`src/rtl/risci_ifetch.sv`:
```
// Instruction fetch front end: issues in-order fetch requests under a credit
// limit, buffers responses in a small queue toward decode, and handles
// redirects by flushing the queue and discarding stale in-flight responses.
module risci_ifetch #(
    parameter int unsigned     VLEN     = 64,
    parameter int unsigned     ILEN     = 32,
    parameter int unsigned     DEPTH    = 4,
    parameter logic [VLEN-1:0] RESET_PC = '0
) (
    input  logic            clk,
    input  logic            rst,
    input  logic            hlt,
    output logic            imem_req,
    output logic [VLEN-1:0] imem_addr,
    input  logic            imem_gnt,
    input  logic            imem_rvalid,
    input  logic [ILEN-1:0] imem_rdata,
    input  logic            redirect,
    input  logic [VLEN-1:0] redirect_pc,
    output logic            inst_valid,
    output logic [ILEN-1:0] inst,
    output logic [VLEN-1:0] inst_pc,
    input  logic            inst_ready
);
    localparam int unsigned AW = $clog2(DEPTH);
    localparam int unsigned CW = AW + 1;
    localparam logic [CW:0] DEPTH_W = (CW+1)'(DEPTH);

    typedef enum logic [1:0] {RUN, DRAIN, HALT} state_t;

    state_t          state_q, state_d;
    logic [VLEN-1:0] pc_q;        // next fetch address
    logic [VLEN-1:0] rsp_pc_q;    // address belonging to the next accepted response
    logic [CW-1:0]   outst_q;     // granted requests whose response is still wanted
    logic [CW-1:0]   discard_q;   // granted requests whose response must be dropped
    logic [CW-1:0]   occ_q;
    logic [AW-1:0]   wptr_q, rptr_q;
    logic            pend_q;      // request was up last cycle and not granted

    logic [ILEN-1:0] mem_inst [DEPTH];
    logic [VLEN-1:0] mem_pc   [DEPTH];

    logic            xfer, rsp_drop, rsp_ok, rsp_push, pop, credit;
    logic [CW-1:0]   discard_new;
    logic [VLEN-1:0] redir_al;

    assign imem_addr = pc_q;
    assign inst      = mem_inst[rptr_q];
    assign inst_pc   = mem_pc[rptr_q];
    assign redir_al  = redirect_pc & ~VLEN'(3);
    assign credit    = ({1'b0, outst_q} + {1'b0, occ_q}) < DEPTH_W;

    // Handshake decode, outputs and next state
    always_comb begin
        imem_req    = 1'b0;
        inst_valid  = 1'b0;
        state_d     = state_q;
        // a pending request is held regardless of hlt; credit covers it already
        imem_req    = !rst && (state_q == RUN) && (pend_q || (!hlt && credit));
        inst_valid  = !rst && (occ_q != '0) && !redirect;
        xfer        = imem_req && imem_gnt;
        pop         = inst_valid && inst_ready;
        rsp_drop    = imem_rvalid && (discard_q != '0);
        rsp_ok      = imem_rvalid && (discard_q == '0) && (outst_q != '0);
        rsp_push    = rsp_ok && !redirect;
        // outstanding and discard are never both non-zero, so the sum fits
        discard_new = outst_q + discard_q + CW'(xfer) - CW'(rsp_drop || rsp_ok);

        unique case (state_q)
            RUN:     if (hlt && (!imem_req || imem_gnt)) state_d = HALT;
            DRAIN:   if (discard_q <= CW'(rsp_drop)) state_d = RUN;
            HALT:    if (!hlt) state_d = (discard_q > CW'(rsp_drop)) ? DRAIN : RUN;
            default: state_d = RUN;
        endcase

        if (redirect) begin
            if (state_q == HALT && hlt) state_d = HALT;
            else                        state_d = (discard_new != '0) ? DRAIN : RUN;
        end
    end

    // Control state, counters and queue pointers
    always_ff @(posedge clk) begin
        if (rst) begin
            state_q   <= RUN;
            pc_q      <= RESET_PC;
            rsp_pc_q  <= RESET_PC;
            outst_q   <= '0;
            discard_q <= '0;
            occ_q     <= '0;
            wptr_q    <= '0;
            rptr_q    <= '0;
            pend_q    <= 1'b0;
        end else begin
            state_q <= state_d;
            pend_q  <= imem_req && !imem_gnt && !redirect;
            if (redirect) begin
                pc_q      <= redir_al;
                rsp_pc_q  <= redir_al;
                outst_q   <= '0;
                discard_q <= discard_new;
                occ_q     <= '0;
                wptr_q    <= '0;
                rptr_q    <= '0;
            end else begin
                if (xfer)   pc_q     <= pc_q + VLEN'(4);
                if (rsp_ok) rsp_pc_q <= rsp_pc_q + VLEN'(4);
                outst_q   <= outst_q + CW'(xfer) - CW'(rsp_ok);
                discard_q <= discard_q - CW'(rsp_drop);
                occ_q     <= occ_q + CW'(rsp_push) - CW'(pop);
                if (rsp_push) wptr_q <= wptr_q + AW'(1);
                if (pop)      rptr_q <= rptr_q + AW'(1);
            end
        end
    end

    // Queue storage; contents need no reset since occupancy gates validity
    always_ff @(posedge clk) begin
        if (!rst && rsp_push) begin
            mem_inst[wptr_q] <= imem_rdata;
            mem_pc[wptr_q]   <= rsp_pc_q;
        end
    end

endmodule

```
`config.mk`:
```
export PLATFORM = sky130hd
export DESIGN_NAME = risci_ifetch
export DESIGN_NICKNAME = d
export VERILOG_FILES = /design/src/rtl/risci_ifetch.sv
export SDC_FILE = /design/constraint.sdc
export NUM_CORES = 1
export LEC_CHECK = 0
export ABC_AREA = 1
export BUFFER_PORTS_ARGS = -buffer_cell sky130_fd_sc_hd__buf_2
export CORE_UTILIZATION = 35
export CTS_CLUSTER_DIAMETER = 50
export DETAILED_ROUTE_END_ITERATION = 8
export HOLD_SLACK_MARGIN = 0.12
export PLACE_DENSITY = 0.52
export RECOVER_POWER = 25
export SYNTH_ARGS = -nofsm -noshare
export SYNTH_HDL_FRONTEND = slang
export SYNTH_SLANG_ARGS = --single-unit
```
`constraint.sdc`:
```
create_clock -name clk -period 7.8 [get_ports clk]
set_input_delay 0 -clock clk [delete_from_list [all_inputs] [get_ports clk]]
set_output_delay 0 -clock clk [all_outputs]
set_load 0.03 [all_outputs]
```
Word level (Yosys, flattened, before mapping)
Memory sizes are Yosys's and may differ from the RTL's. A register that Yosys moved wholly into a read port is not among the register bits.
Index checks and enable logic that the tools add are counted.

cells by class
  add/subtract/negate cells = 13
  div/mod/pow operators = 0
  bitwise operators = 0
  multiplexer cells = 19
  magnitude comparators = 3
  shifts and indexed selects = 0
  reductions and logical operators = 34
  equal/unequal tests = 5
  multipliers = 0

operators by type and width
  operator                                                                 count
  64-bit 2-to-1 mux                                                        4
  64-bit by 3-bit adder with 64-bit output, second input constant          2
  2-bit 2-to-1 mux                                                         9
  1-bit logical AND                                                        16
  3-bit nonzero test                                                       4
  3-bit by 1-bit subtractor with 3-bit output                              4
  3-bit by 1-bit adder with 3-bit output                                   3
  3-bit inequality test, second input constant                             2
  2-bit case mux with 3 select lines                                       1
  1-bit zero test                                                          5
  2-bit by 1-bit adder with 2-bit output, second input constant            2
  3-bit by 3-bit adder with 4-bit output                                   1
  4-bit by 3-bit < comparator with 1-bit output, second input constant     1
  1-bit 2-to-1 mux                                                         4
  2-bit nonzero test                                                       2
  3-bit adder                                                              1
  3-bit by 1-bit greater-than comparator with 1-bit output                 1
  3-bit by 1-bit less-or-equal comparator with 1-bit output                1
  3-bit zero test                                                          1
  1-bit logical OR                                                         3
  3-bit 2-to-1 mux                                                         1
  3-bit by 2-bit inequality test with 1-bit output, second input constant  1
  3-bit AND reduction                                                      1
  2-bit by 1-bit equality test with 1-bit output, second input constant    1
  other kinds (3)                                                          3

storage, ports and cells
  bits in latches = 0
  bits in read-only memories = 0
  RAM bits = 384
  bits of input ports = 103
  memories kept = 2
  bits in registers = 144
  logic and storage cells = 87

memories
  memory    words  width  rd ports  clocked after memory_dff  write ports  line  source
  mem_pc    4      64     1         1                         1            41    logic [VLEN-1:0] mem_pc [DEPTH];
  mem_inst  4      32     1         1                         1            40    logic [ILEN-1:0] mem_inst [DEPTH];

Logic depth before layout (Yosys ltp)
Gate-level depths: netlist of the first run.

  depth after elaboration = 12
  mapped depth = 15
  depth with buffers taken out = 15

Least setup slack after synthesis of the first run
No wires, ideal clock.

  path type = flip-flop to flip-flop
  from = register discard_q[2]
  to = memory mem_inst[0][0] (enable)
  cell stages (with the launch flop) = 7
  path slack = 2326 ps
  clock period less this slack = 5474 ps
  arrival time = 4927 ps
  required time = 7253 ps
  buffers on the path = 1
  cell sequence = dfxtp_1 -> buf_2 -> nor3_4 -> nand3_2 -> nor2_4 -> inv_1 -> nor2_1

between the ends
  word-level cells in the longest chain between the ends = 7

ends and longest elaborated chain
  what                                    line  source
  start, declared                         35    logic [CW-1:0] discard_q;
  start signal, assigned                  101   discard_q <= discard_new;
  start signal, assigned                  109   discard_q <= discard_q - CW'(rsp_drop);
  3-bit zero test                         64    rsp_ok = imem_rvalid && (discard_q == '0) && (outst_q != '0);
  1-bit logical AND (2 in series)         64
  1-bit logical AND                       65    rsp_push = rsp_ok && !redirect;
  1-bit logical AND                       119   if (!rst && rsp_push) begin
  1-bit 2-to-1 mux                        119
  1-bit 2-to-1 mux (implied by the code)  120   mem_inst[wptr_q] <= imem_rdata;
  end, declared                           40

No other way between the ends.

Worst setup path after layout of the first run
  from = register outst_q[2]
  to = memory mem_pc[0][62] (enable)

between the ends
  word-level cells in the longest chain between the ends = 6

ends and longest elaborated chain
  what                                    line  source
  start, declared                         34    logic [CW-1:0] outst_q;
  start signal, assigned                  108   outst_q <= outst_q + CW'(xfer) - CW'(rsp_ok);
  3-bit nonzero test                      64
  1-bit logical AND                       64
  1-bit logical AND                       65
  1-bit logical AND                       119
  1-bit 2-to-1 mux                        119
  1-bit 2-to-1 mux (implied by the code)  121   mem_pc[wptr_q] <= rsp_pc_q;
  end, declared                           41

No other way between the ends.

==> results_dict.tcl, run 1 <==
set metrics [dict create \
    status "complete, no violations" \
    synth_area_leader_cell "edfxtp_1" \
    worstPathRequired_ns 8.04 \
    ctsResizeCount 0 \
    grt_usage_pct 22.0 \
    synth_top_area_share_pct 46.8 \
    startpoint "outst_q[2]" \
    setup_slack_ns 3.87 \
    dp_hpwl_um 52400 \
    cts_buffers 70 \
    synth_edf_count 376 \
    cts_tree "done" \
    fin_nets 3113 \
    synth-seq-cells 518 \
    routed_wl_um 77900 \
    gp_congestion 0.883 \
    fin_worst_skew_ns 0.0340 \
    synthDistinctLibCells 46 \
    overflow 0 \
    fmaxAchievable_mhz 255 \
    cts_root_buf "clkbuf_16" \
    ys_seq_area_share_pct 58.6 \
    grt_pass1_vias 19500 \
    clk_latency_ns 0.61 \
    vias 20300 \
    io_pins 265 \
    combPwrFrac_pct 6.5 \
    routedWlPerCell_um 19.9 \
    crit_fanout 57 \
    internal_power_mw 5.05 \
    critPathArrivalTime_ns 4.16 \
    stdcell_count 3918 \
    core-area_sq_mm 0.0676 \
    crit_end "mem_pc[0][62]" \
    rsz0062_at_grt "false" \
    viasPerCell 5.17 \
    r2r-end "mem_pc[0][62]" \
    num_rows 95 \
    grt_start_max_net_pins 116 \
    dpl.cell_count 3662 \
    path_clk_slew_ns 0.06 \
    switching_power_mw 1.65 \
    post_dp_cell_area_sq_mm 0.0262 \
    dr.pass1.iters 5 \
    synthTopCellsByCount "nand2_1, nor2_1, edfxtp_1" \
    clkSinkCount 518 \
    post-synth-top-count-cell "nand2_1" \
    portBuffers 258 \
    ir_drop_v 0.000178 \
    avgSynthCellArea_sq_um 9.20 \
    timing.rr.start "outst_q[2]" \
    yosys_warnings 0 \
    pwr-share-seq_pct 46.3 \
    fp.dieW_um 265 \
    min_path_type "input port to register" \
    layout-drive-gt1-share_pct 15.1 \
    rrSetupSlack_ns 3.87 \
    hold_viol 0 \
    setup_tns_ns 0 \
    timing.final.crit_share_pct 50.3 \
    p_per_area_mw_per_mm2 225 \
    relSlewSlack_pct 22.6 \
    first_iter_violations 1518 \
    dp_slack_ns 3.74 \
    cp-start-kind "register" \
    setup_viol 0 \
    synth_top_flop_cell "edfxtp_1" \
    ant_nets 0 \
    crit_type "register to register" \
    syn_inst 2621 \
    antenna_found_initial 1 \
    maxSlewViolCount 0 \
    dieHeight_um 265 \
    p_clk_share_pct 47.2 \
    end_kind "register" \
    p_leak_nw 11.0 \
    period_needed_ns 3.93 \
    synth_area_sq_mm 0.0241 \
    r2r_cells 8 \
    start_util_pct 35.7 \
    yosys-top-cells-area "edfxtp_1, dfxtp_1, nand2_1" \
    drc 0 \
    area_growth_pct 23.7 \
    async_flop_share_pct 0 \
    htree_levels 3 \
    die_area_sq_mm 0.0700 \
    fin_area_sq_mm 0.0298 \
    tightest_slew_ns 1.16 \
    grt_pass1_wl_um 117000 \
    power_switching_share_pct 24.6 \
    final_util_pct 44.1 \
    cap_violations 0 \
    clockBufferDepth 3 \
]
## flip-flops by register name, summed over array words and instances (netlist names), named ones only
register   flops
mem_pc       248
state_q        2
wptr_q         2
imem_addr     62
rsp_pc_q      62
rptr_q         2
occ_q          3
outst_q        3
mem_inst     128
pend_q         1
discard_q      3
## logic make-up (layout without fill, tap and decap cells)
group | Yosys count | in the layout | synth area share (%)
xor+xnor | 58 | 58 | 2.11
flops | 518 | 518 | 58.6
fa+ha+maj | 20 | 20 | 1.16
simple gates | 1209 | 1209 | 21.7
compound gates | 511 | 511 | 11.4
other cells | 1 | 5 | 0.0155
buf+inv | 304 | 724 | 5.00
## layer usage
layer | wire length [um] | vias to the layer above | GRT usage [%]
li1 | - | 9750 | -
met1 | 34900 | 9762 | 30.0
met2 | 36000 | 606 | 35.4
met3 | 4400 | 135 | 3.36
met4 | 2600 | 0 | 8.12
met5 | 0 | - | 0
## critical path, cell delays in order (launching register included)
cell and delay (ns):
dfxtp_1 0.47, nor2_1 0.07, nand2_1 0.08, nand3_2 0.19, nor2_4 0.65, inv_1 0.44
nor2_4 0.16, buf_4 0.73, buf_4 0.65
## power by group through the flow
stage / Sequential [mW] / Clock, mW / Combinational, mW
6_report: 3.10 / 3.17 / 0.435
3_3_place_gp: 3.15 / 0 / 0.376
4_1_cts: 3.10 / 3.25 / 0.435
3_5_place_dp: 3.16 / 0 / 0.381
2_1_floorplan: 3.16 / 0 / 0.217
5_1_grt: 3.11 / 3.35 / 0.480
## timing repair
action,CTS,global route
hold buffers,129,0
endpoints found under the hold margin,266,0
buffers inserted,0,0
## through the flow
step	power (mW)	hold slack (ns)
final	6.71	0.175
after global routing	6.94	0.171
after CTS	6.78	0.121
after detailed placement	3.54	0.216
after global placement	3.53	0.210
after floorplan	3.37	0.0989
## layout by cell type (no fill, tap or decap), types with 6 or more instances in the layout
| master | count |
|---|---|
| o22ai_1 | 96 |
| a31oi_1 | 32 |
| o21ai_1 | 7 |
| nand3_1 | 122 |
| inv_6 | 8 |
| inv_2 | 10 |
| nor2_1 | 404 |
| clkbuf_16 | 70 |
| nor2_2 | 28 |
| nand2_2 | 10 |
| edfxtp_1 | 376 |
| clkinvlp_4 | 6 |
| clkinv_2 | 8 |
| inv_1 | 174 |
| ha_1 | 16 |
| nor2_4 | 15 |
| clkinv_1 | 10 |
| nand2_1 | 522 |
| nor3_1 | 30 |
| a21oi_1 | 76 |
| buf_4 | 20 |
| dfxtp_1 | 140 |
| clkbuf_1 | 26 |
| clkinv_4 | 6 |
| dlygate4sd3_1 | 129 |
| nand4_1 | 47 |
| xnor2_1 | 25 |
| buf_2 | 241 |
| o21ai_0 | 285 |
| xor2_1 | 33 |
## area by class of cell
cell class              instances  area, sq um
fillers                      6506        37800
flip-flops and latches        518        14100
multi-input cells            1802         8820
repair buffers                407         2710
clock buffers                  82         1830
well taps                     873         1090
inverters                     191          722
clock inverters                44          513
diodes                          1         2.50
## worst min-delay path by stage
| stage | startpoint | end | slack (ns) | cells past startpoint |
|---|---|---|---|---|
| 2_1_floorplan | imem_rdata[0] | mem_inst[0][0] | 0.1 | 0 |
| 4_1_cts | imem_rdata[15] | mem_inst[2][15] | 0.12 | 2 |
| 5_1_grt | imem_rdata[17] | mem_inst[1][17] | 0.17 | 2 |
| 6_report | imem_rdata[17] | mem_inst[1][17] | 0.18 | 2 |
| 3_3_place_gp | imem_rdata[8] | mem_inst[3][8] | 0.21 | 1 |
| 3_5_place_dp | imem_rdata[25] | mem_inst[2][25] | 0.22 | 1 |
No activity file was read; power rests on OpenSTA's default activity.
==> inputs of run 2 (changes only) <==
PLACE_DENSITY = 0.54   (was 0.52)
clock period = 3.3 ns   (was 7.8 ns; I/O delays follow)
==> run 2 against run 1 <==
Effect of this change: critical path depth increased by 1; power increased by 140%; non-clock buffer count decreased by 11; clock skew decreased by 0.020 ns; via count increased by 0.79%; clock power increased by 140%; sequential share of layout area about the same; utilization about the same; die area unchanged; largest cell class unchanged.
==> results_dict.tcl, run 2 (synthesized netlist as in run 1, its figures left out) <==
set metrics [dict create \
    crit_type "input port to register" \
    final_common_cell "nand2_1" \
    routedWlPerCell_um 20.0 \
    gr-usage-met2_pct 35.3 \
    htree_levels 3 \
    vias 20400 \
    slowest_delay_ns 0.94 \
    combPwrFrac_pct 6.3 \
    switching_power_mw 3.87 \
    setup_tns_ns 0 \
    tightest_slew_ns 0.992 \
    fin_nets 3101 \
    ant_nets 0 \
    met1_usage_pct 30.0 \
    min_path_type "input port to register" \
    gp_congestion 0.944 \
    dp_slack_ns 0.500 \
    power_switching_share_pct 24.0 \
    diodes 0 \
    fp.dieW_um 265 \
    portBuffers 258 \
    cts_buffers 69 \
    clockBufferDepth 3 \
    status "complete, no violations" \
    crit_chain "dlygate4sd3_1, buf_2, nor2_4, dlygate4sd3_1, inv_2, nor2_4, inv_1, nor2_4, buf_12" \
    fin_worst_skew_ns 0.0142 \
    crit_fanout 94 \
    num_rows 95 \
    critPathArrivalTime_ns 3.22 \
    dp_hpwl_um 52900 \
    cts_root_buf "clkbuf_16" \
    area_growth_pct 23.7 \
    largest_reg_flops 248 \
    p_clk_share_pct 48.2 \
    largest_registers "mem_pc (248), mem_inst (128)" \
    antenna_found_initial 1 \
    ir_drop_v 0.000319 \
    grt_pass1_wl_um 118000 \
    fmaxAchievable_mhz 336 \
    layout-drive-gt1-share_pct 15.3 \
    clkSinkCount 518 \
    start_util_pct 35.7 \
    pwr-share-seq_pct 45.5 \
    first_iter_violations 1442 \
    rsz0062_at_grt "false" \
    layout_common_cells "nand2_1, nor2_1, edfxtp_1" \
    grt_start_max_net_pins 95 \
    setup_viol 0 \
    die_area_sq_mm 0.0700 \
    p_per_area_mw_per_mm2 540 \
    cap_violations 0 \
    grt_util_met3_pct 3.49 \
    timing.final.crit_share_pct 90.2 \
    cp_common_cell "nor2_4" \
    io_pins 265 \
    relSlewSlack_pct 33.8 \
    drc 0 \
    core-area_sq_mm 0.0676 \
    maxSlewViolCount 0 \
    largest_register "mem_pc" \
    dieHeight_um 265 \
    internal_power_mw 12.2 \
    grt_pass1_vias 20000 \
    overflow 0 \
    cp_slowest_cell "dlygate4sd3_1" \
    top_usage_layer "met2" \
    period_needed_ns 2.98 \
    postCtsSetupBuffers 0 \
    routed_wl_um 78000 \
    setup_slack_ns 0.322 \
    cp-start-kind "input port" \
    end_kind "register" \
    cts_tree "done" \
    timing.hold.ws_ns 0.199 \
    worstPathRequired_ns 3.54 \
    path_clk_slew_ns 0.06 \
    hold_viol 0 \
    dr.pass1.iters 6 \
    clk_latency_ns 0.61 \
    p_leak_nw 11.0 \
    grt_usage_pct 22.1 \
    viasPerCell 5.23 \
]
## run 2: power by group through the flow
stage          combinational [mW]  sequential, mW  clock (mW)
2_1_floorplan               0.513            7.46           0
3_3_place_gp                0.890            7.45           0
3_5_place_dp                0.909            7.46           0
4_1_cts                      1.02            7.32        7.93
5_1_grt                      1.12            7.35        8.19
6_report                     1.01            7.33        7.76
## run 2: worst max-delay path: cells and delay by family
family,cells,cell delay [ns]
and+or+nand+nor,3,0.45
buffers and inverters,6,2.65
## run 2: layout make-up
type,count,area [sq um]
Timing Repair Buffer,396,2640
Multi-Input combinational cell,1802,8820
Sequential cell,518,14100
Clock inverter,44,542
Inverter,191,719
Clock buffer,82,1880
Fill cell,6579,37800
Tap cell,873,1090
## run 2: final timing paths
kind	startpoint	to	slack (ns)	cells after the start
worst min register to register	rptr_q[1]	register	0.50	1
worst max-delay path	redirect	mem_pc[0][61]	0.32	9
worst max register to register	outst_q[2]	occ_q[2]	0.42	14
worst min-delay path	imem_rdata[25]	mem_inst[2][25]	0.20	2
## run 2: routing by layer
metal	up-vias	share of wire, %
met2	646	46
met4	0	3.9
met3	158	5.8
met5	-	0
li1	9730	-
met1	9880	45
## run 2: what timing repair did
| item | in CTS | in global routing |
|---|---|---|
| resized for setup | 0 | 0 |
| hold endpoints to repair | 269 | 0 |
| hold buffers | 111 | 0 |
## run 2: per-stage QoR
step | util (%) | std cells | power (mW) | cell area, sq um
final | 44.1 | 3906 | 16.1 | 29800
after global routing | 44.1 | 3906 | 16.7 | 29800
after CTS | 44.1 | 3906 | 16.3 | 29900
after detailed placement | 38.9 | 3669 | 8.37 | 26300
after global placement | 38.9 | 3669 | 8.34 | 26300
after floorplan | - | 2624 | 7.97 | 24100
